File: src/rtl/mc_pkg.sv
// ---------------------------------------------------------------------------
// mc_pkg : shared FSM encodings and configuration constants for the
//          memory-controller refresh scheduler.
// Rev 1.0
// ---------------------------------------------------------------------------
`default_nettype none

package mc_pkg;

  typedef enum logic [1:0] {
    ST_IDLE       = 2'd0,
    ST_WAIT_START = 2'd1,
    ST_RUN        = 2'd2
  } mc_state_e;

  localparam int unsigned c_MAX_DATA_WIDTH = 64;

  // A start delay of all-ones parks the scheduler in WAIT_START forever.
  localparam logic [c_MAX_DATA_WIDTH-1:0] c_START_DISABLED = '1;

endpackage

`default_nettype wire

File: src/rtl/mc_refresh_sched.sv
// ---------------------------------------------------------------------------
// mc_refresh_sched : periodic refresh tick generator with a saturating
//                    postponed-refresh counter and urgency/overflow flags.
// Rev 1.0
// ---------------------------------------------------------------------------
`default_nettype none

module mc_refresh_sched
  import mc_pkg::*;
#(
  parameter int unsigned DATA_WIDTH = 32,
  parameter int unsigned MAX_PEND   = 8,
  parameter int unsigned URGENT_TH  = 6
) (
  input  logic                            apb_clk,
  input  logic                            apb_rst_n,
  input  logic                            mc_en,
  input  logic [DATA_WIDTH-1:0]           mc_refresh_period,
  input  logic [DATA_WIDTH-1:0]           mc_refresh_start,
  input  logic                            ref_ack,
  output logic                            ref_req,
  output logic                            ref_urgent,
  output logic [$clog2(MAX_PEND+1)-1:0]   ref_pending,
  output logic                            ref_overflow
);

  localparam int unsigned           c_PW         = $clog2(MAX_PEND + 1);
  localparam logic [DATA_WIDTH-1:0] c_ONE        = {{(DATA_WIDTH-1){1'b0}}, 1'b1};
  localparam logic [DATA_WIDTH-1:0] c_START_OFF  = c_START_DISABLED[DATA_WIDTH-1:0];
  localparam logic [DATA_WIDTH-1:0] c_START_SAT  = c_START_OFF - c_ONE;
  localparam logic [c_PW-1:0]       c_PEND_MAX   = c_PW'(MAX_PEND);
  localparam logic [c_PW-1:0]       c_PEND_ONE   = c_PW'(1);

  mc_state_e             r_state;
  logic [DATA_WIDTH-1:0] r_start_cnt;
  logic [DATA_WIDTH-1:0] r_period_cnt;
  logic [c_PW-1:0]       r_pending;
  logic                  r_req;
  logic                  r_urgent;
  logic                  r_overflow;

  logic [DATA_WIDTH-1:0] w_period_m1;
  logic                  w_tick;
  logic [c_PW-1:0]       w_pend_nxt;
  logic                  w_ovf_set;
  logic                  w_req_nxt;
  logic                  w_urgent_nxt;

  // Using >= rather than == lets a shortened period fire on the very next edge.
  always_comb begin
    w_period_m1 = mc_refresh_period - c_ONE;
    w_tick      = (r_state == ST_RUN) && (mc_refresh_period != '0) &&
                  (r_period_cnt >= w_period_m1);
  end

  always_comb begin
    w_pend_nxt = r_pending;
    w_ovf_set  = 1'b0;
    case ({w_tick, ref_ack})
      2'b10: begin
        if (r_pending == c_PEND_MAX) begin
          w_ovf_set = 1'b1;
        end else begin
          w_pend_nxt = r_pending + c_PEND_ONE;
        end
      end
      2'b01: begin
        if (r_pending != '0) begin
          w_pend_nxt = r_pending - c_PEND_ONE;
        end
      end
      default: w_pend_nxt = r_pending;
    endcase
    w_req_nxt    = (w_pend_nxt != '0);
    w_urgent_nxt = (32'(w_pend_nxt) >= 32'(URGENT_TH));
  end

  always_ff @(posedge apb_clk or negedge apb_rst_n) begin
    if (!apb_rst_n) begin
      r_state      <= ST_IDLE;
      r_start_cnt  <= '0;
      r_period_cnt <= '0;
      r_pending    <= '0;
      r_req        <= 1'b0;
      r_urgent     <= 1'b0;
      r_overflow   <= 1'b0;
    end else if (!mc_en) begin
      r_state      <= ST_IDLE;
      r_start_cnt  <= '0;
      r_period_cnt <= '0;
      r_pending    <= '0;
      r_req        <= 1'b0;
      r_urgent     <= 1'b0;
      r_overflow   <= 1'b0;
    end else begin
      r_pending <= w_pend_nxt;
      r_req     <= w_req_nxt;
      r_urgent  <= w_urgent_nxt;
      if (w_ovf_set) begin
        r_overflow <= 1'b1;
      end

      case (r_state)
        ST_IDLE: begin
          r_state     <= ST_WAIT_START;
          r_start_cnt <= '0;
        end
        ST_WAIT_START: begin
          // Saturating one below all-ones keeps a disabled start from ever matching.
          if (r_start_cnt == mc_refresh_start) begin
            r_state      <= ST_RUN;
            r_period_cnt <= '0;
          end else if (r_start_cnt != c_START_SAT) begin
            r_start_cnt <= r_start_cnt + c_ONE;
          end
        end
        ST_RUN: begin
          if (w_tick || (mc_refresh_period == '0)) begin
            r_period_cnt <= '0;
          end else begin
            r_period_cnt <= r_period_cnt + c_ONE;
          end
        end
        default: r_state <= ST_IDLE;
      endcase
    end
  end

  assign ref_req      = r_req;
  assign ref_urgent   = r_urgent;
  assign ref_pending  = r_pending;
  assign ref_overflow = r_overflow;

endmodule

`default_nettype wire
File: config.mk
export PLATFORM = sky130hd
export DESIGN_NAME = mc_refresh_sched
export DESIGN_NICKNAME = d
export VERILOG_FILES = /design/src/rtl/mc_pkg.sv /design/src/rtl/mc_refresh_sched.sv
export SDC_FILE = /design/constraint.sdc
export NUM_CORES = 1
export LEC_CHECK = 0
export ABC_CLOCK_PERIOD_IN_PS = 10450
export BUFFER_PORTS_ARGS = -buffer_cell sky130_fd_sc_hd__buf_4
export CORE_MARGIN = 2
export CORE_UTILIZATION = 30
export CTS_CLUSTER_SIZE = 40
export DETAILED_ROUTE_END_ITERATION = 8
export PLACE_DENSITY = 0.59
export SYNTH_ARGS = -nofsm -noshare
export SYNTH_HDL_FRONTEND = slang
export SYNTH_SLANG_ARGS = --single-unit
File: constraint.sdc
create_clock -name apb_clk -period 10.45 [get_ports apb_clk]
set_clock_uncertainty 0.1 [all_clocks]
set_input_delay 2.09 -clock apb_clk [delete_from_list [all_inputs] [get_ports apb_clk]]
set_output_delay 2.09 -clock apb_clk [all_outputs]
set_load 0.05 [all_outputs]
# After elaboration in Yosys (flattened, before gate mapping)
# Cells that the tools add are included.
# classes
muxes	21
addsub	5
eq_ne	14
order_cmp	2
reduce_logical	11
# ops
cell	n
two-way mux 32 bit	6
case mux 32 bit (2 select lines)	2
adder 32 x 1 -> 32 bit (second input constant)	2
== test 32 bit	1
>= comparator 32 bit	1
logical NOT 32 bit	1
!= test 32 bit (second input constant)	1
nonzero test 32 bit	1
subtractor 32 x 1 -> 32 bit (second input constant)	1
two-way mux 4 bit	3
!= test 3 bit (second input constant)	3
case mux 4 bit (2 select lines)	1
nonzero test 4 bit	2
two-way mux 1 bit	6
!= test 3 x 1 -> 1 bit (second input constant)	2
case mux 2 bit (3 select lines)	1
adder 4 x 1 -> 4 bit (second input constant)	1
== test 2 x 1 -> 1 bit (second input constant)	2
== test 2 bit (second input constant)	2
== test 4 bit (second input constant)	1
>= comparator 4 x 3 -> 1 bit (second input constant)	1
two-way mux 2 bit	2
AND reduction 2 bit	2
subtractor 4 x 1 -> 4 bit (second input constant)	1
6 further kinds	7
# totals
elab_cells	60
register_bits	73

# Depth between registers and ports, before layout
# depth
word_depth	7
mapped_depth	26
depth_no_buf	23

# Worst setup path after synthesis
# Ideal clock, no wire load.
# synth_path
path_type	input port to flip-flop
start	input mc_refresh_period[3]
end	register r_req (netlist: ref_req)
path_stages	22
t_arrival_ps	6831
path_slack_ps	3379
cell_sequence	or4_1 -> or3_1 -> nor2_1 -> nand3b_1 -> or2_1 -> nor4_1 -> xnor2_1 -> ha_1 -> and4_1 -> nand2b_1 -> nor4_1 -> a311o_2 -> clkbuf_1 -> clkbuf_1 -> o21ai_0 -> inv_1 -> ha_1 -> clkbuf_1 -> nand2b_1 -> o32a_1 -> o211ai_1 -> a31oi_1
# synth_between
elab_chain_len	7
# synth_rtl
item	line	text
from (decl)	mc_refresh_sched.sv:18	input logic [DATA_WIDTH-1:0] mc_refresh_period,
subtractor 32 x 1 -> 32 bit or nonzero test 32 bit (tied branches)	mc_refresh_sched.sv:51, mc_refresh_sched.sv:52	
>= comparator 32 bit or logical AND 1 bit (tied branches)	mc_refresh_sched.sv:53, mc_refresh_sched.sv:52	
logical AND 1 bit *	mc_refresh_sched.sv:52	w_tick = (r_state == ST_RUN) && (mc_refresh_period != '0) &&
== test 2 x 1 -> 1 bit or == test 2 bit (tied branches)	mc_refresh_sched.sv:59	case ({w_tick, ref_ack})
case mux 4 bit (2 select lines) *	mc_refresh_sched.sv:59	
nonzero test 4 bit *	mc_refresh_sched.sv:74	w_req_nxt = (w_pend_nxt != '0);
two-way mux 1 bit *	mc_refresh_sched.sv:87	end else if (!mc_en) begin
to (signal assigned)	mc_refresh_sched.sv:97	r_req <= w_req_nxt;
to (decl)	mc_refresh_sched.sv:38	logic r_req;
# Every way passes the cells marked *; elsewhere a longest branch is shown, timed or not.
# A chain may end at the register's enable or synchronous reset.

# Final worst setup path
# layout_path
start	input mc_refresh_period[3]
end	register r_urgent (netlist: ref_urgent)
# layout_between
elab_chain_len	7
# layout_rtl
item	line	text
subtractor 32 x 1 -> 32 bit or nonzero test 32 bit (tied branches)	mc_refresh_sched.sv:51, mc_refresh_sched.sv:52	
>= comparator 32 bit or logical AND 1 bit (tied branches)	mc_refresh_sched.sv:53, mc_refresh_sched.sv:52	
logical AND 1 bit *	mc_refresh_sched.sv:52	
== test 2 x 1 -> 1 bit or == test 2 bit (tied branches)	mc_refresh_sched.sv:59	
case mux 4 bit (2 select lines) *	mc_refresh_sched.sv:59	
>= comparator 4 x 3 -> 1 bit *	mc_refresh_sched.sv:75	w_urgent_nxt = (32'(w_pend_nxt) >= 32'(URGENT_TH));
two-way mux 1 bit *	mc_refresh_sched.sv:87	
to (signal assigned)	mc_refresh_sched.sv:98	r_urgent <= w_urgent_nxt;
to (decl)	mc_refresh_sched.sv:39	logic r_urgent;
# Marks and branches as above.

==> flow_summary_export.csv <==
group,metric,value,unit
clock_tree,cts.path.max_buffers,2,
sta,finalSetupViolations,0,
clock_tree,cts_hold_buf,0,
final_layout,utilization,0.3621,
die,ioPinCount,75,
sta,hold_violations,0,
critical_path,crit_path_cell_trace,"buf_4, or4_1, or3_1, nor2_1, nand3b_1, or2_1, nor4_1, xnor2_1, ha_1, and4_1, nand2b_1, nor4_1, a311o_2, o21ai_0, inv_1, ha_1, nand2_1, a21oi_1, a31oi_1, o31ai_1, and2_1, a21o_1",
clock_tree,postCtsSetupBuffers,0,
clock_tree,cts_made_buffers,9,
final_layout,design.final.nets,860,
global_route,grt_pass1_vias,5174,
logic_synthesis,ys_seq_area_frac,0.3084,
place,post-place-ws,3038,ps
min_path,whs_path_depth,2,
sta,setup_ws,3415,ps
critical_path,arrival,7220,ps
detailed_routing,drtAntennaViolNets,0,
logic_synthesis,synthXorXnorAreaFrac,0.09611,
logic_synthesis,synth_compound_area_frac,0.1907,
global_route,grt_max_degree,74,
logic_synthesis,syn_inst,694,
global_route,grt_pass1_wl,25.95,mm
detailed_routing,via_per_inst,5.401,
logic_synthesis,synth_top_area_share,0.3084,
global_route,antenna_found_initial,0,
detailed_routing,drt_iter0_drc,308,
die,die_w,144.5,um
status,outcome,"completed",
logic_synthesis,synthAdderAreaFrac,0.08661,
logic_synthesis,synth_top_family_by_area,"simple AND/OR/NAND/NOR gates",
detailed_routing,wirelength,15.70,mm
min_path,hp-class,"reg2reg",
critical_path,cp.required,10640,ps
power,power.density,101.7,nW/um^2
flow_run,maxCapViolations,0,
logic_synthesis,synthMuxAreaShare,0.006971,
logic_synthesis,synth_top_cell_by_area,"dfrtp_1",
critical_path,critPathBufInv,2,
logic_synthesis,synth_seq_cells,73,
critical_path,cpPeakStageDelay,560,ps
place,gp_congestion,0.8385,
logic_synthesis,synth-simple-area-share,0.2681,
die,coreArea,19400,um^2
die,initial_core_util,0.3053,
min_path,hold_start,"ref_overflow",
clock_tree,cts-htree-levels,3,
logic_synthesis,yosysWarnings,0,
detailed_routing,dr_total_vias,5514,
detailed_routing,drt-pass1-iter-count,5,
place,dp.final_hpwl,11.28,mm
place,portBuffers,74,
die,die_h,144.5,um
logic_synthesis,async_reset_ff_frac,1.000,
clock_tree,cts_tree,"yes",
clock_tree,cts.clk_slew.worst_paths,60,ps
clock_tree,cts_root_buf,"clkbuf_16",
detailed_routing,post_drt_wl_per_cell,15.38,um
critical_path,cpMaxStageDelayCell,"or4_1",
clock_tree,cts_resized,0,
final_layout,diodes,0,
sta,period_share,0.6732,
detailed_routing,drc_errors,0,
logic_synthesis,syn_area,5923,um^2
critical_path,r2r_start,"r_period_cnt[0]",
sta,rsz0062_at_grt,"false",
critical_path,critPathCaptureType,"flip-flop",
min_path,holdPathEnd,"ref_overflow",
logic_synthesis,ys.flop_type,"dfrtp_1",
global_route,overflow,0,
logic_synthesis,synthDistinctLibCells,58,
critical_path,r2r_cells,15,
clock_tree,clk_latency,340,ps
critical_path,crit_family,"simple AND/OR/NAND/NOR gates",
sta,tightest_slew,1077,ps
logic_synthesis,syn_area_per_cell,8.535,um^2
logic_synthesis,synth_edf_count,0,
die,fp-row-count,51,
power,cellLeakagePower,0.002760,uW
logic_synthesis,yosys-top-cells-area,"dfrtp_1, ha_1, xnor2_1, nand2_1, or4_1",
critical_path,cp_max_fo,20,
final_layout,drive_gt1_frac,0.1495,
global_route,gr-usage-all-layers,0.1553,
critical_path,critPathLaunchType,"primary input",
clock_tree,clock-sinks,73,
sta,period_minus_slack,7035,ps
sta,setup_tns,0,ps
power,ir_drop,0.07163,mV
die,die_area,20880,um^2
logic_synthesis,syn_nets,803,
sta,slew_headroom,0.2769,
critical_path,path_class,"in2reg",
final_layout,areaGrowthSynthToFinish,18.59,%
sta,drv_slew,0,
sta,max_freq,142.1,MHz
critical_path,reg2reg_setup_slack,6480,ps
critical_path,r2r-end,"ref_req",
synth_stat cells (4+ instances only):
| master | instances |
|---|---|
| xnor2_1 | 58 |
| and4_1 | 5 |
| o311ai_0 | 5 |
| a221o_1 | 11 |
| o21ai_0 | 32 |
| nand3_1 | 30 |
| o21a_1 | 4 |
| nand2b_1 | 9 |
| and2_1 | 5 |
| nor3_1 | 31 |
| a21oi_1 | 36 |
| a22o_1 | 4 |
| clkbuf_1 | 21 |
| and3_1 | 12 |
| inv_1 | 25 |
| nor4_1 | 11 |
| xor2_1 | 7 |
| buf_2 | 6 |
| nand2_1 | 53 |
| or3_1 | 19 |
| or4_1 | 26 |
| dfrtp_1 | 73 |
| buf_6 | 4 |
| or2_2 | 6 |
| o211ai_1 | 10 |
| nand4_1 | 28 |
| a31oi_1 | 11 |
| a21o_1 | 8 |
| o41ai_1 | 6 |
| o31ai_1 | 14 |
| nor2_1 | 43 |
| ha_1 | 41 |
worst reg2reg max path: cells and delay by family (launching register included):
kind | cells | cell delay (ps)
AO/OA/AOI/OAI | 9 | 2170
flip-flops | 1 | 450
buffers and inverters | 2 | 150
adder cells (fa/ha/maj) | 2 | 710
AND/OR/NAND/NOR | 2 | 270
per-layer routing:
metal,global-route usage,wire [um],up-vias
met4,0.05468,252,0
met5,0,0,-
met3,0.01954,539,18
met1,0.2187,7654,2665
met2,0.2449,7255,92
li1,-,-,2739
registers in the layout, summed over array words and instances, names as in the netlist:
name	flops
r_start_cnt	32
ref_urgent	1
r_period_cnt	32
r_state	2
ref_overflow	1
ref_pending	4
ref_req	1
power breakdown:
part           internal [uW]  switching (uW)
sequential               283            1.69
clock                    234             126
combinational           34.1            35.3
total                    551             163
metrics by stage:
| stage | instance area (um^2) | total power [uW] | std cells | hold slack [ps] |
|---|---|---|---|---|
| 3_5_place_dp | 6688 | 360.3 | 1005 | 406.0 |
| 5_1_grt | 7024 | 743.3 | 1021 | 465.1 |
| 3_3_place_gp | 6688 | 359.7 | 1005 | 390.5 |
| 4_1_cts | 7024 | 724.9 | 1021 | 418.6 |
| 2_1_floorplan | 5923 | 321.1 | 694 | 394.4 |
| 6_report | 7024 | 714.5 | 1021 | 410.1 |
layout by cell type, fill, tap and decap left out, types with 10 or more instances in the layout:
cell type   n
o31ai_1    14
nand3_1    30
o211ai_1   10
a21oi_1    36
a31oi_1    11
xnor2_1    58
nor2_1     42
dfrtp_1    73
nor4_1     11
buf_4      78
and3_1     12
inv_1      25
nand2_1    53
o21ai_0    30
or3_1      19
a221o_1    11
nand4_1    28
or4_1      26
ha_1       41
nor3_1     31
cell type report:
cell class | count | area [um^2]
clock buffers | 11 | 232.7
clock inverters | 5 | 103.9
fillers | 2083 | 12370
inverters | 25 | 93.84
multi-input cells | 564 | 3850
flip-flops and latches | 73 | 1827
well taps | 265 | 331.6
repair buffers | 78 | 585.6
logic make-up (layout without fill, tap and decap cells):
kind of cell	count (synthesis)	in the layout
fa+ha+maj	41	41
buf+inv	57	119
xor+xnor	65	65
flops	73	73
simple gates	291	291
compound gates	163	163
mux	4	4
worst max-delay path by stage:
| stage | to | cells past startpoint | slack [ps] | startpoint |
|---|---|---|---|---|
| 6_report | ref_urgent | 22 | 3410 | mc_refresh_period[3] |
| 2_1_floorplan | ref_req | 22 | 3380 | mc_refresh_period[3] |
| 3_3_place_gp | ref_req | 20 | 3130 | mc_refresh_period[3] |
| 5_1_grt | ref_req | 22 | 2870 | mc_refresh_period[3] |
| 4_1_cts | ref_urgent | 22 | 3390 | mc_refresh_period[3] |
| 3_5_place_dp | ref_urgent | 22 | 3040 | mc_refresh_period[3] |
No activity file was read; power rests on OpenSTA's default activity.
